--- config.mk ---
export PLATFORM = sky130hd
export DESIGN_NAME = bht_predictor
export DESIGN_NICKNAME = d
export VERILOG_FILES = /design/src/rtl/bht_predictor.sv
export SDC_FILE = /design/constraint.sdc
export NUM_CORES = 1
export LEC_CHECK = 0
export CELL_PAD_IN_SITES_DETAIL_PLACEMENT = 0
export CELL_PAD_IN_SITES_GLOBAL_PLACEMENT = 1
export CORE_MARGIN = 2
export CORE_UTILIZATION = 50
export CTS_BUF_LIST = sky130_fd_sc_hd__clkbuf_4
export DETAILED_ROUTE_END_ITERATION = 8
export DONT_BUFFER_PORTS = 1
export GPL_ROUTABILITY_DRIVEN = 0
export HOLD_SLACK_MARGIN = 0.05
export PLACE_DENSITY_LB_ADDON = 0.1
export REMOVE_ABC_BUFFERS = 1
export SLEW_MARGIN = 0
export SYNTH_ARGS = -nofsm -noshare
export SYNTH_HDL_FRONTEND = slang
export SYNTH_SLANG_ARGS = --single-unit
export TNS_END_PERCENT = 50
--- constraint.sdc ---
create_clock -name clk_i -period 4.8 [get_ports clk_i]
set_input_delay 0.96 -clock clk_i [delete_from_list [all_inputs] [get_ports clk_i]]
set_output_delay 0.96 -clock clk_i [all_outputs]
set_load 0.01 [all_outputs]
--- src/rtl/bht_predictor.sv ---
// -----------------------------------------------------------------------------
// bht_predictor
//
// Purpose:
//   Branch history table built from ENTRIES two-bit saturating counters.
//   The IF stage looks up a prediction for pc_i. The EX stage trains the
//   table when a branch resolves. A misprediction flag from this block drives
//   the IF/ID flush.
//
// Counter encoding:
//   00 strong not-taken, 01 weak not-taken, 10 weak taken, 11 strong taken.
//   Reset and clear both put every entry in strong taken.
//
// Parameters:
//   ENTRIES       number of counters; a power of two from 4 to 256
//   IDX_W         log2(ENTRIES)
//
// Ports:
//   clk_i         clock; all state changes on its rising edge
//   rst_i         asynchronous, active-low reset
//   pc_i          IF-stage PC used for the lookup
//   predict_o     combinational prediction for pc_i (1 = taken)
//   update_i      a branch resolved in EX this cycle
//   update_pc_i   PC of the resolving branch
//   taken_i       actual outcome of the resolving branch
//   predicted_i   prediction that travelled down the pipe with that branch
//   clear_i       synchronous clear of the whole table and of the statistics
//   mispredict_o  combinational: update_i & (taken_i ^ predicted_i)
//   branch_cnt_o  count of resolved branches (saturates at 16'hFFFF)
//   miss_cnt_o    count of mispredictions (saturates at 16'hFFFF)
//
// Configuration:
//   BHT_STATS_EN  define this macro to build the two statistics counters.
//                 Without it, branch_cnt_o and miss_cnt_o are tied to zero
//                 and no counter flops are built.
// -----------------------------------------------------------------------------
module bht_predictor #(
  parameter int ENTRIES = 16,
  parameter int IDX_W   = 4
) (
  input  logic        clk_i,
  input  logic        rst_i,
  input  logic [31:0] pc_i,
  output logic        predict_o,
  input  logic        update_i,
  input  logic [31:0] update_pc_i,
  input  logic        taken_i,
  input  logic        predicted_i,
  input  logic        clear_i,
  output logic        mispredict_o,
  output logic [15:0] branch_cnt_o,
  output logic [15:0] miss_cnt_o
);

  localparam logic [1:0] CTR_STRONG_NT = 2'b00;
  localparam logic [1:0] CTR_WEAK_NT   = 2'b01;
  localparam logic [1:0] CTR_WEAK_T    = 2'b10;
  localparam logic [1:0] CTR_STRONG_T  = 2'b11;

  // Next state of one two-bit saturating counter after a resolved branch.
  function automatic logic [1:0] ctr_next(input logic [1:0] ctr, input logic taken);
    logic [1:0] nxt;
    nxt = ctr;
    case (ctr)
      CTR_STRONG_NT: nxt = taken ? CTR_WEAK_NT  : CTR_STRONG_NT;
      CTR_WEAK_NT:   nxt = taken ? CTR_WEAK_T   : CTR_STRONG_NT;
      CTR_WEAK_T:    nxt = taken ? CTR_STRONG_T : CTR_WEAK_NT;
      CTR_STRONG_T:  nxt = taken ? CTR_STRONG_T : CTR_WEAK_T;
      default:       nxt = CTR_STRONG_T;
    endcase
    return nxt;
  endfunction

  logic [1:0]       r_table [ENTRIES];
  logic [IDX_W-1:0] w_lkp_idx;
  logic [IDX_W-1:0] w_upd_idx;
  logic [1:0]       w_upd_next;
  logic             w_mispredict;
  logic             w_unused_pc_bits;

  // Word-aligned PCs: bits [1:0] are dropped. Upper bits alias into the table.
  assign w_lkp_idx = pc_i[IDX_W+1:2];
  assign w_upd_idx = update_pc_i[IDX_W+1:2];

  // The PC bits outside the index field have no effect on the table.
  assign w_unused_pc_bits = ^{pc_i[31:IDX_W+2], pc_i[1:0],
                              update_pc_i[31:IDX_W+2], update_pc_i[1:0]};

  // The lookup reads the stored value directly, with no bypass. If lookup and
  // update hit the same entry in one cycle, the old value is seen first.
  assign predict_o = r_table[w_lkp_idx][1];

  assign w_mispredict = update_i & (taken_i ^ predicted_i);
  assign mispredict_o = w_mispredict;

  // Compute the new value of the entry being trained.
  always_comb begin
    w_upd_next = CTR_STRONG_T;
    if (update_i) begin
      w_upd_next = ctr_next(r_table[w_upd_idx], taken_i);
    end else begin
      w_upd_next = r_table[w_upd_idx];
    end
  end

  // Counter table: reset and clear set every entry to strong taken.
  // Clear has priority over an update on the same edge.
  always_ff @(posedge clk_i or negedge rst_i) begin
    if (!rst_i) begin
      for (int i = 0; i < ENTRIES; i++) begin
        r_table[i] <= CTR_STRONG_T;
      end
    end else if (clear_i) begin
      for (int i = 0; i < ENTRIES; i++) begin
        r_table[i] <= CTR_STRONG_T;
      end
    end else if (update_i) begin
      r_table[w_upd_idx] <= w_upd_next;
    end
  end

`ifdef BHT_STATS_EN
  logic [15:0] r_branch_cnt;
  logic [15:0] r_miss_cnt;

  // Statistics: saturating counts of resolved branches and mispredictions.
  always_ff @(posedge clk_i or negedge rst_i) begin
    if (!rst_i) begin
      r_branch_cnt <= 16'd0;
      r_miss_cnt   <= 16'd0;
    end else if (clear_i) begin
      r_branch_cnt <= 16'd0;
      r_miss_cnt   <= 16'd0;
    end else begin
      if (update_i && (r_branch_cnt != 16'hFFFF)) begin
        r_branch_cnt <= r_branch_cnt + 16'd1;
      end
      if (w_mispredict && (r_miss_cnt != 16'hFFFF)) begin
        r_miss_cnt <= r_miss_cnt + 16'd1;
      end
    end
  end

  assign branch_cnt_o = r_branch_cnt;
  assign miss_cnt_o   = r_miss_cnt;
`else
  assign branch_cnt_o = 16'd0;
  assign miss_cnt_o   = 16'd0;
`endif

endmodule
=== Word level (Yosys, flattened, before mapping) ===
Cells that the tools add are included.

* Output and inout port bits: 34
* Register bits after elaboration: 32
* Word-level logic and storage cells: 46
* Input port bits: 70

* Multiplexer cells: 17
* Reductions and logical operators: 3
* Order comparisons: 3
* Bitwise gates (word level): 4
* Equal/unequal tests: 3

{| class="wikitable"
|+ Operators by type and width
! kind !! number
|-
| 32-bit two-way mux || 2
|-
| 32-bit bitwise mux || 1
|-
| 2-bit binary-select mux with 4-bit select || 2
|-
| 2-bit two-way mux || 8
|-
| 5-bit >= comparator (second input constant) || 2
|-
| 4-bit NOT with 5-bit output || 2
|-
| 2-bit demux with 4-bit select || 1
|-
| 2-bit case mux with 4 select lines || 1
|-
| 5-bit by 1-bit less-than comparator with 1-bit output (second input constant) || 1
|-
| 2-bit == test (second input constant) || 2
|-
| 2-bit by 1-bit == test with 1-bit output (second input constant) || 1
|-
| 2-bit zero test || 1
|-
| 1-bit two-way mux || 2
|-
| 2-bit nonzero test || 1
|-
| 1-bit bitwise AND || 1
|-
| 1-bit logical AND || 1
|-
| 1-bit XOR || 1
|}

=== Depth between registers and ports, before layout ===
Gate-level depths: netlist of run 1.

* Depth in word-level cells: 10
* Depth in mapped cells: 8
* Gate-level depth less buffers: 5

=== Worst setup path before layout of run 1 ===
OpenSTA, ideal clock, no wires.

* Path type: in2out
* From: in pc_i[2]
* To: out predict_o
* Data arrival time: 1.924 ns
* Required time: 3.840 ns
* Setup slack: 1.916 ns
* Cell stages on the path: 2
* Buffers on the path: 0
* Cell sequence: mux4_2 -> mux4_2

* Longest elaborated chain between the ends: 4

{| class="wikitable"
|+ Ends and longest elaborated chain
! what !! RTL line !! RTL
|-
| start, declared || 43 || <nowiki>input logic [31:0] pc_i,</nowiki>
|-
| 4-bit NOT with 5-bit output (not written as such) || 91 || <nowiki>assign predict_o = r_table[w_lkp_idx][1];</nowiki>
|-
| 2-bit binary-select mux with 4-bit select || 91 ||
|-
| 2-bit two-way mux (not written as such) (2 in a row) || 91 ||
|-
| end, declared || 44 || <nowiki>output logic predict_o,</nowiki>
|}

No other way between the ends. The select of a mux whose other input is x is not followed.

=== Final worst setup path of run 1 ===
Ends and elaborated chain as after synthesis.

==> results of run 1 <==
cell type report:
| class | count | area (um^2) | share of cell area |
|---|---|---|---|
| flip-flops and latches | 32 | 840.8 | 0.4070 |
| clock inverters | 1 | 5.005 | 0.002423 |
| inverters | 4 | 15.01 | 0.007268 |
| well taps | 50 | 62.56 | 0.03028 |
| clock buffers | 6 | 45.04 | 0.02180 |
| multi-input cells | 154 | 1097 | 0.5312 |
path summary, 6_finish.rpt:
path | start | end
max | pc_i[2] | predict_o
min | rst_i | r_table[7]
max reg2reg | r_table[8] | r_table[29]
min reg2reg | r_table[26] | r_table[26]
max in group asynchronous | rst_i | r_table[31]
min in group clk_i | r_table[26] | r_table[26]
power breakdown:
group | switching, mW | internal [mW]
Sequential | 0.00105 | 0.274
Combinational | 0.0286 | 0.0142
Clock | 0.0861 | 0.0595
Total | 0.116 | 0.348
cell usage in the layout, fill, tap and decap left out, types with 2 or more instances in the layout:
master,count
clkbuf_4,6
conb_1,32
nand2_1,5
nor2_1,13
inv_1,4
nand3b_1,4
nand3_1,2
nor3_1,35
a21oi_2,7
mux2i_1,5
mux4_2,11
dfstp_2,32
a31oi_1,24
maj3_2,2
cell families after synthesis:
kind of cell,Yosys count
xor gates and xnor gates,1
AOI/OAI and AO/OA,37
buffers and inverters,48
muxes,18
and+or+nand+nor,64
other,1
adders and majority gates,2
DFF,32
routing by layer:
layer	vias up	GRT usage	routed length [um]
met3	8	0.05523	374
met2	72	0.2917	1894
li1	681	-	-
met4	0	0.07051	66
met5	-	0	0
met1	712	0.2757	2037
==> qor.csv, run 1 <==
metric;value;unit
Largest delay share family, worst path;multiplexers;
die span in x;69.67;um
Distinct cells, synth;31;
Adder-Cell Fraction of Synth Area;0.01045;
GRT overflow;0;
#FFs+latches synth;32;
fin crit period;2.951;ns
Worst-Margin Slew;0.7442;ns
Final Hold Violating Endpoints;0;
Synth Area in Simple Gates;0.1532;
Placement Setup Slack;1.864;ns
H-tree Lvls;2;
GRT Total Usage;0.1965;
Post-synth top cells;nor3_1 (35), buf_4 (34), dfstp_2 (32);
clock transition at the registers of the reported paths;0.09;ns
Num CTS Buffers;5;
Final setup viols;0;
Final ANT Viol Nets;0;
Vert. Die Dim;69.67;um
routed vias;1473;
Inst Count DP;240;
most flop-heavy register;r_table;
Hold WC Path Type;in2async;
Final nets;267;
area of the core;4086;um^2
Layout fillers;373;
Synth Area per Inst;10.62;um^2
root buffer cell;clkbuf_4;
Vias per Instance;5.964;
most used cell, CP;mux4_2;
reg2reg path depth;5;
maximum clock frequency;0.3388;GHz
DRT iter0 DRCs;83;
io pins;104;
Post-synth EDFFs;0;
Synth async-reset ratio;1.000;
vias in the first global route;1445;
clk_skew;0.007011;ns
post-synthesis mux area share;0.1538;
Layout area overhead;-4.179;%
drt wl/cell;17.70;um
Worst R2R Setup Slack;2.81;ns
CTS Sinks;32;
fin cells;247;
max_slew headroom;0.5024;
largest net degree at the start of global routing;36;
initial antenna violation count;0;
DRC;0;
port bufs;0;
DR pass1 iterations;4;
RSZ-0062 raised after global routing;false;
hold slack;0.4572;ns
Synth Area in Compound Gates;0.1317;
hpwl dp;3.072;mm
setup TNS;0;ns
Critical Path RT;3.84;ns
Netlist Area Pre-Place;2156;um^2
CTS Hold Bufs;0;
outcome;finished clean;
cells resized by post-CTS repair;0;
Top Registers;r_table: 32 flops;
peak fanout along the critical path;4;
most common cell in the netlist;nor3_1;
Synth area leaders;dfstp_2 (39%), buf_4 (12%), mux4_2 (11%);
Placed Instance Area;2016;um^2
period utilization;0.6148;
post-CTS setup buffers;0;
XOR/XNOR share of the synthesized area;0.004063;
ys flop type;dfstp_2;
proportion of layout cells with a drive suffix above 1;0.3401;
TritonCTS clock tree;built;
CP max-delay cell;mux4_2;
Worst setup SP type;primary input;
CTS Buffer Depth;2;
Final Util;0.5055;
Worst setup EP type;output port;
total power;463.7;uW
CP Buf/Inv Count;0;
Clock Latency Late Sink;0.33;ns
largest family of logic cells by synthesized area;buffers and inverters;
cell row count;23;
most area-hungry cell type in the Yosys netlist;dfstp_2;
die area;4853;um^2
pwr/cell area;224.5;nW/um^2
Leak Pwr;0.7040;nW
Max Cap Viol;0;
post-synth top area share;0.3900;
CP Depth;2;
yosys synthesis warning count;0;
number of diodes;0;
setup ws final;1.849;ns
Slew Viols, Final;0;
first-pass GRT wire length;7.389;mm
gate count of the mapped netlist;203;
Initial Util;0.5276;
total wire length;4.373;mm
Crit Path Class;in2out;
Seq/Total Area, Yosys;0.3900;
maximum vdd drop;0.1600;mV
Largest stage delay, worst path;0.55;ns
worst path cell trace;mux4_2, mux4_2;
fin area;2066;um^2
max reg flops;32;
Arr. time, crit path;1.99;ns
Note: power is estimated with default switching activity, not from simulation.
==> run 2, diff against run 1 <==
- ABC_AREA: not set -> 1
- CORE_UTILIZATION: 50 -> 40
- clock period: 4.8 -> 2.47 ns (I/O delays scaled with it)
==> run 2 against run 1 <==
  * Non-clock buffer count grew 2
  * Synthesized area grew 6.4%
  * Worst setup slack lost 1.6 ns
  * Critical path type is now reg2out
  * Critical endpoint unchanged
==> qor.csv, run 2 <==
metric;value;unit;change
outcome;finished clean;;
post-synth top area share;0.3664;;-0.02361
worst setup path startpoint;r_table[23];;
DRC;0;;unchanged
most common cell after layout, fill and taps aside;nand2_1;;
max reg flops;32;;unchanged
Hold WC Path Type;in2async;;
Post-synth EDFFs;0;;unchanged
Inst Count DP;402;;+68%
largest net degree at the start of global routing;49;;+36%
Seq/Total Area, Yosys;0.3664;;-0.02361
Num CTS Buffers;5;;unchanged
FF+latch area;840.8;um^2;unchanged
die span in x;79.74;um;+14%
proportion of layout cells with a drive suffix above 1;0.1445;;-0.1956
#FFs+latches synth;32;;unchanged
cell row count;27;;+17%
most frequent cells in the layout;nand2_1 (109), nor2_1 (46), a21oi_1 (36);;
Netlist Area Pre-Place;2295;um^2;+6.4%
GRT Total Usage;0.2086;;+0.01211
Slew Viols, Final;0;;unchanged
Worst R2R Setup Slack;0.73;ns;-2.08 ns
Synth async-reset ratio;1.000;;unchanged
peak fanout along the critical path;3;;-1
GRT overflow;0;;unchanged
fin crit period;2.187;ns;
area of the core;5540;um^2;+36%
TritonCTS clock tree;built;;
Leak Pwr;1.082;nW;+54%
Synth area leaders;dfstp_2 (37%), nand2_1 (18%), buf_4 (12%);;
Worst setup EP type;output port;;
port bufs;0;;unchanged
most area-hungry cell type in the Yosys netlist;dfstp_2;;
number of diodes;0;;unchanged
hold slack;0.1898;ns;-0.2674 ns
CTS Buffer Depth;2;;unchanged
Vias per Instance;4.956;;-17%
vias in the first global route;1976;;+37%
Multi-input gate area;1196;um^2;+9.0%
DR pass1 iterations;4;;unchanged
hpwl dp;4.174;mm;+36%
Final ANT Viol Nets;0;;unchanged
cells resized by post-CTS repair;0;;unchanged
most flop-heavy register;r_table;;
Layout area overhead;0.2728;%;
ys flop type;dfstp_2;;
RSZ-0062 raised after global routing;false;;
first-pass GRT wire length;10.09;mm;+37%
setup TNS;0;ns;unchanged
root buffer cell;clkbuf_4;;
clock transition at the registers of the reported paths;0.11;ns;+0.02 ns
yosys synthesis warning count;0;;unchanged
Vert. Die Dim;79.74;um;+14%
Final Hold Violating Endpoints;0;;unchanged
maximum clock frequency;0.4572;GHz;
drt wl/cell;14.94;um;-16%
reg2reg path depth;10;;+5
Synth Area per Inst;6.710;um^2;-37%
Max Cap Viol;0;;unchanged
Worst R2R Start;r_table[20];;
setup ws final;0.2830;ns;-1.566 ns
Layout fillers;648;;+74%
gate count of the mapped netlist;342;;+68%
Top Registers;r_table: 32 flops;;
Initial Util;0.4142;;-0.1134
Final setup viols;0;;unchanged
Arr. time, crit path;1.69;ns;-0.30 ns
initial antenna violation count;0;;unchanged
total wire length;6.139;mm;+40%
die area;6358;um^2;+31%
Worst setup SP type;flop;;
Clock Latency Late Sink;0.33;ns;about the same
clk_skew;0.008849;ns;+0.001837 ns
maximum vdd drop;0.3849;mV;+140%
Final nets;408;;+53%
Distinct cells, synth;25;;-19%
Placement Setup Slack;0.4812;ns;-1.383 ns
CTS Sinks;32;;unchanged
period utilization;0.8854;;
Crit Path Class;reg2out;;
io pins;104;;unchanged
fin cells;411;;+66%
routed vias;2037;;+38%
DRT iter0 DRCs;64;;-23%
most common cell in the netlist;nand2_1;;
FF-to-FF End;r_table[19];;
pwr/cell area;556.4;nW/um^2;+150%
Post-synth top cells;nand2_1 (109), nor2_1 (46), a21oi_1 (36), buf_4 (36);;
H-tree Lvls;2;;unchanged
Critical Path RT;1.98;ns;-1.86 ns
[run 2: metal layers]
layer  routed length, um  vias up  GRT usage  part of all wire
met5                   0        -          0                 0
met4                  28        0    0.04237            0.0046
met3                 355        2    0.05543             0.058
met2                2925       45     0.3378              0.48
met1                2830      968     0.2814              0.46
li1                    -     1022          -                 -
[run 2: worst max-delay path by stage]
stage | slack (ns) | end
final | 0.28 | predict_o
after global routing | 0.18 | predict_o
after CTS | 0.25 | predict_o
after detailed placement | 0.48 | r_table[24]
after global placement | 0.49 | r_table[29]
after floorplan | 0.79 | predict_o
[run 2: cell families after synthesis]
logic type / after synthesis / synth area share
and+or+nand+nor: 195 / 0.3468
xor gates and xnor gates: 1 / 0.003817
other: 1 / 0.001634
AOI/OAI and AO/OA: 49 / 0.1140
buffers and inverters: 63 / 0.1630
DFF: 32 / 0.3664
muxes: 1 / 0.004362
[run 2: worst max-delay path: stages (launching register included)]
cell	delay [ns]
dfstp_2	0.57
nor2_1	0.05
o32ai_1	0.29
nor2_1	0.07
o31ai_1	0.38
[run 2: power by group]
part	switching (mW)	total, mW	leakage (nW)	internal [mW]
Combinational	0.183	0.258	0.705	0.0754
Sequential	0.0288	0.623	0.337	0.594
Clock	0.192	0.399	0.0403	0.207
[run 2: area by class of cell]
class                   count  area share
clock buffers               5     0.01631
clock inverters             3     0.01631
inverters                  19     0.03100
multi-input cells         278      0.5198
flip-flops and latches     32      0.3654
well taps                  72     0.03915
repair buffers              2     0.01196
[run 2: what timing repair did]
action | CTS | global route
setup buffers | 0 | 0
endpoints found under the hold margin | 32 | 0
hold buffers | 1 | 0
[run 2: per-stage QoR]
step           instance area [um^2]  power (mW)    util
2_1_floorplan                  2108      0.8080       -
3_3_place_gp                   2206      0.8737  0.3981
3_5_place_dp                   2206      0.8742  0.3981
4_1_cts                        2301       1.291  0.4153
5_1_grt                        2301       1.353  0.4153
6_report                       2301       1.280  0.4153
